===== src/rtl/picorv32_mem_arbiter.sv =====
// rtl/picorv32_mem_arbiter.sv - shares one native memory port among several PicoRV32 cores
// Round-robin or fixed-priority grant, locked transfer, registered responses, optional watchdog.
module picorv32_mem_arbiter #(
  parameter int          NUM_CORES      = 6,
  parameter int          PRIORITY_MODE  = 0,
  parameter int          TIMEOUT_CYCLES = 256,
  parameter logic [31:0] ERR_DATA       = 32'hDEAD_BEEF,
  localparam int         GW             = (NUM_CORES > 1) ? $clog2(NUM_CORES) : 1
) (
  input  logic                    clk,
  input  logic                    resetn,
  input  logic [NUM_CORES-1:0]    cyc,
  input  logic [32*NUM_CORES-1:0] adr,
  input  logic [32*NUM_CORES-1:0] dat,
  input  logic [4*NUM_CORES-1:0]  sel,
  output logic [32*NUM_CORES-1:0] rdt,
  output logic [NUM_CORES-1:0]    ack,
  output logic [NUM_CORES-1:0]    err,
  input  logic                    err_clr,
  output logic                    m_valid,
  output logic [31:0]             m_addr,
  output logic [31:0]             m_wdata,
  output logic [3:0]              m_wstrb,
  input  logic [31:0]             m_rdata,
  input  logic                    m_ready,
  output logic [GW-1:0]           grant_id
);

  localparam logic [1:0] IDLE = 2'd0;
  localparam logic [1:0] BUSY = 2'd1;
  localparam logic [1:0] RESP = 2'd2;

  logic [1:0]    state;
  logic [GW-1:0] rr_ptr;
  logic [GW-1:0] win;
  logic [GW-1:0] cidx;
  logic [31:0]   wdog;
  logic          timeout_hit;
  int            cand;

  // Scan from the highest offset down so the last hit is the nearest candidate.
  always_comb begin
    win  = '0;
    cand = 0;
    cidx = '0;
    for (int k = NUM_CORES - 1; k >= 0; k--) begin
      cand = (PRIORITY_MODE != 0) ? k : int'(rr_ptr) + k;
      if (cand >= NUM_CORES) cand = cand - NUM_CORES;
      cidx = GW'(cand);
      if (cyc[cidx]) win = cidx;
    end
  end

  assign timeout_hit = (TIMEOUT_CYCLES != 0) && (wdog == 32'(TIMEOUT_CYCLES - 1));

  always_ff @(posedge clk or negedge resetn) begin
    if (!resetn) begin
      state    <= IDLE;
      m_valid  <= 1'b0;
      m_addr   <= '0;
      m_wdata  <= '0;
      m_wstrb  <= '0;
      ack      <= '0;
      rdt      <= '0;
      err      <= '0;
      grant_id <= '0;
      rr_ptr   <= '0;
      wdog     <= '0;
    end else begin
      ack <= '0;
      if (err_clr) err <= '0;
      case (state)
        IDLE: begin
          if (|cyc) begin
            m_valid  <= 1'b1;
            m_addr   <= adr[{win, 5'd0} +: 32];
            m_wdata  <= dat[{win, 5'd0} +: 32];
            m_wstrb  <= sel[{win, 2'd0} +: 4];
            grant_id <= win;
            wdog     <= '0;
            state    <= BUSY;
          end
        end
        BUSY: begin
          // A real completion takes precedence over an abort on the same edge.
          if (m_ready || timeout_hit) begin
            m_valid                  <= 1'b0;
            ack[grant_id]            <= 1'b1;
            rdt[{grant_id, 5'd0} +: 32] <= m_ready ? m_rdata : ERR_DATA;
            if (!m_ready) err[grant_id] <= 1'b1;
            state                    <= RESP;
          end else begin
            wdog <= wdog + 32'd1;
          end
        end
        RESP: begin
          // cyc is deliberately ignored here while the served core drops its request.
          rr_ptr <= (grant_id == GW'(NUM_CORES - 1)) ? '0 : grant_id + 1'b1;
          state  <= IDLE;
        end
        default: state <= IDLE;
      endcase
    end
  end

endmodule


===== config.mk =====
export PLATFORM = sky130hd
export DESIGN_NAME = picorv32_mem_arbiter
export DESIGN_NICKNAME = d
export VERILOG_FILES = /design/src/rtl/picorv32_mem_arbiter.sv
export SDC_FILE = /design/constraint.sdc
export NUM_CORES = 1
export LEC_CHECK = 0
export BUFFER_PORTS_ARGS = -buffer_cell sky130_fd_sc_hd__buf_2
export CAP_MARGIN = 5
export CORE_AREA = 2 2 283 285
export CTS_CLUSTER_DIAMETER = 30
export DETAILED_ROUTE_END_ITERATION = 6
export DIE_AREA = 0 0 285 287
export PLACE_DENSITY = 0.46
export SKIP_LAST_GASP = 1
export SLEW_MARGIN = 20
export SYNTH_ARGS = -nofsm -noshare
export SYNTH_HDL_FRONTEND = slang
export SYNTH_SLANG_ARGS = --single-unit

===== constraint.sdc =====
create_clock -name clk -period 5.6 [get_ports clk]
set_input_delay 0.56 -clock clk [delete_from_list [all_inputs] [get_ports clk]]
set_output_delay 0.56 -clock clk [all_outputs]
set_load 0.05 [all_outputs]

==> results_dict.tcl <==
set metrics [dict create \
    synth.yosys.warnings 0 \
    cts_num_sinks 313 \
    failed_checks "negative hold slack" \
    ys_types 73 \
    layout_worst_path_cycle_share_pct 80.6 \
    final_period_minus_worst_setup_slack_ps 4510 \
    synth-edff-count 0 \
    most_used_dff_post_synth "sky130_fd_sc_hd__dfrtp_1" \
    layoutNonFillerInstCount 3664 \
    reg2reg_depth 10 \
    postCtsSetupRepairBufs 0 \
    cts_max_level 3 \
    ff2ff_setup_slack_ps 1090 \
    clock_tree.buffer_depth 3 \
    drt_wl_total_um 80900 \
    die_area_um2 81800 \
    asyncSetResetFlopFracSynth_pct 100 \
    max-cap-violations 0 \
    min_path_type "input pin to asynchronous set/reset pin" \
    drt_iter0_markers 1015 \
    post_route_cells_drive_above_1_share_pct 36.2 \
    place.detailed.instances 3466 \
    power_per_cell_area_nw_per_um2 848 \
    width_of_the_die_um 285 \
    crit_path_end_kind "flip-flop" \
    worst_setup_hold_path_clk_slew_ps 40 \
    drcViolationCount 0 \
    timing.critical_path.required_ps 6060 \
    areaGrowthSynthToFinish_pct 47.6 \
    worstPathCellList "inv_1 -> ha_1 -> nor3_1 -> a311oi_2 -> or3b_1 -> a221oi_4 -> buf_12 -> a21boi_0 -> o211ai_1 -> o2111ai_1" \
    crit_path_max_incr_delay_ps 730 \
    wl_per_cell_um 22.1 \
    max_slew_margin_pct 32.6 \
    vdd_ir_drop_max_uv 1150 \
    cp_top_family "compound AO/OA/AOI/OAI gates" \
    timing.final.hold_violations 6 \
    setup_violations 0 \
    drt-pass1-iter-count 5 \
    synth.avg_cell_area_um2 9.31 \
    ioPinCount 726 \
    cp.buffers_inverters 2 \
    synth_sequential_area_ratio_pct 45.9 \
    reg2reg_from "rr_ptr[0]" \
    placementRows 103 \
    synthesized_netlist_net_count 2300 \
    clock_insertion_delay_worst_skew_ps 630 \
    start_util_pct 21.7 \
    chipHeight_um 287 \
    clock_skew_ps 45.4 \
    cts-buffers-inserted 96 \
    timing.rr.end "m_wstrb[0]" \
    fmaxAchievable_mhz 222 \
    cellLeakagePower_nw 12.5 \
    post_synth_instance_area_um2 17100 \
    report.power.total_mw 21.4 \
    critPathKind "flip-flop to flip-flop" \
    cts_hold_buf 0 \
    hold_ws_ps -17.3 \
    antenna_violations_before_repair 38 \
    syn-instance-count 1835 \
    finalNetCount 2979 \
    via_count 17700 \
    globalRouteTotalUtil_pct 19.0 \
    ant_nets 0 \
    critical_path.slowest_cell "sky130_fd_sc_hd__ha_1" \
    globalplace.congestion 0.863 \
    final.setup.tns_ps 0 \
    place.port_buffers 725 \
    synth.ff_latch_count 313 \
    resize_count_post_cts 0 \
    hpwl_um 58400 \
    global_route.overflow_total 0 \
    cts_tree "built" \
    rsz_0062_raised_after_global_routing "false" \
    design.core.area_um2 78600 \
    worst_slew_pin_slew_ps 1010 \
    critPathLaunchType "flip-flop" \
    timing.final.max_slew_violations 0 \
    grt_max_degree 273 \
    wire_length_of_the_first_global_routing_pass_um 118000 \
    worstPathArrival_ps 4970 \
    crit_path_max_fanout 272 \
    outcome "finished, violations left" \
    viasPerCell 4.84 \
    clockRootBuffer "sky130_fd_sc_hd__clkbuf_16" \
    via_count_of_the_first_global_routing_pass 17900 \
]
[worst max-delay path by stage]
stage / to / slack [ps] / startpoint / depth (start not counted)
2_1_floorplan: m_wdata[10] / 2190 / rr_ptr[0] / 15
3_3_place_gp: m_addr[2] / 1260 / rr_ptr[0] / 10
3_5_place_dp: m_addr[16] / 1150 / rr_ptr[0] / 10
4_1_cts: m_addr[16] / 1130 / rr_ptr[0] / 10
5_1_grt: m_wdata[19] / 690 / rr_ptr[0] / 10
6_report: m_wstrb[0] / 1090 / rr_ptr[0] / 10
[synthesized netlist by cell type (3+ instances only)]
cell type	n	area, µm²
sky130_fd_sc_hd__clkinv_1	3	11.3
sky130_fd_sc_hd__o211ai_1	69	518
sky130_fd_sc_hd__buf_4	5	37.5
sky130_fd_sc_hd__a21boi_0	125	938
sky130_fd_sc_hd__nor2_1	67	251
sky130_fd_sc_hd__nand3_1	24	120
sky130_fd_sc_hd__inv_1	17	63.8
sky130_fd_sc_hd__xor2_1	17	149
sky130_fd_sc_hd__a21boi_1	12	90.1
sky130_fd_sc_hd__buf_1	4	15.0
sky130_fd_sc_hd__nand4_1	11	68.8
sky130_fd_sc_hd__buf_6	6	67.6
sky130_fd_sc_hd__mux2i_1	74	741
sky130_fd_sc_hd__a21o_1	4	30.0
sky130_fd_sc_hd__nor4_1	6	37.5
sky130_fd_sc_hd__and3_1	141	882
sky130_fd_sc_hd__o21ai_0	68	340
sky130_fd_sc_hd__nor3_1	14	70.1
sky130_fd_sc_hd__o31ai_1	124	931
sky130_fd_sc_hd__and2_1	7	43.8
sky130_fd_sc_hd__mux2_2	3	33.8
sky130_fd_sc_hd__dfrtp_1	313	7830
sky130_fd_sc_hd__buf_2	20	100
sky130_fd_sc_hd__ha_1	15	188
sky130_fd_sc_hd__a22oi_1	3	22.5
sky130_fd_sc_hd__o2bb2ai_1	6	52.6
sky130_fd_sc_hd__o21ai_1	83	415
sky130_fd_sc_hd__o2111ai_1	69	604
sky130_fd_sc_hd__clkbuf_1	135	507
sky130_fd_sc_hd__nand2_1	302	1130
sky130_fd_sc_hd__xnor2_1	13	114
sky130_fd_sc_hd__a22o_1	3	26.3
sky130_fd_sc_hd__or3_1	8	50.1
sky130_fd_sc_hd__a21oi_1	13	65.1
sky130_fd_sc_hd__nor2b_1	4	25.0
[metal layers]
metal	vias up	track usage [%]	wire length, µm	share of wire (%)
met5	-	0	105	0.13
met4	16	10.4	3710	4.6
li1	8170	-	-	-
met2	790	30.5	37800	47
met1	8582	23.0	32600	40
met3	182	5.47	6590	8.1
[per-stage QoR]
step           worst slack (ps)  util (%)  hold WS, ps  cell area, µm²
2_1_floorplan              2190         -          264           17100
3_3_place_gp               1260      27.5          455           21600
3_5_place_dp               1150      27.5          461           21600
4_1_cts                    1130      32.0         18.5           25200
5_1_grt                     694      32.1         61.0           25200
6_report                   1090      32.1        -17.3           25200
[placed cells by master (no fill, tap or decap), types with 26 or more instances in the layout]
cell / count
sky130_fd_sc_hd__buf_2: 724
sky130_fd_sc_hd__dfrtp_1: 313
sky130_fd_sc_hd__nand2_1: 299
sky130_fd_sc_hd__and3_1: 141
sky130_fd_sc_hd__a21boi_0: 125
sky130_fd_sc_hd__o31ai_1: 124
sky130_fd_sc_hd__clkbuf_16: 96
sky130_fd_sc_hd__o21ai_1: 83
sky130_fd_sc_hd__mux2i_1: 74
sky130_fd_sc_hd__o2111ai_1: 69
sky130_fd_sc_hd__o211ai_1: 69
sky130_fd_sc_hd__o21ai_0: 68
sky130_fd_sc_hd__nor2_1: 67
sky130_fd_sc_hd__clkbuf_8: 26
[cell families after synthesis]
family                   after synthesis  share of synthesized area [%]
AO/OA/AOI/OAI                        605                           25.3
XOR/XNOR                              30                           1.54
adder cells (fa/ha/maj)               15                           1.10
buffers and inverters                190                           4.69
flip-flops                           313                           45.9
multiplexers                          81                           5.02
AND/OR/NAND/NOR                      601                           16.5
[power by group]
| group | switching (mW) | total, mW | internal (mW) |
|---|---|---|---|
| clock network | 1.66 | 5.87 | 4.21 |
| logic | 8.58 | 12.0 | 3.38 |
| registers | 0.496 | 3.56 | 3.06 |
[flip-flops by register name, indices dropped and copies added (netlist names)]
signal,flops
rdt,192
state,2
wdog,32
m_wdata,32
m_valid,1
rr_ptr,3
m_addr,32
ack,6
m_wstrb,4
grant_id,3
err,6
[area by class of cell]
class / count / area [µm²]
multi-input combinational: 1332 / 8490
clock buffer: 140 / 2830
fill: 8382 / 53400
inverter: 20 / 76.3
tap: 1050 / 1310
antenna: 20 / 50.0
clock inverter: 38 / 729
sequential: 313 / 7830
timing repair buffer: 751 / 3900
No activity file was read; power rests on OpenSTA's default activity.
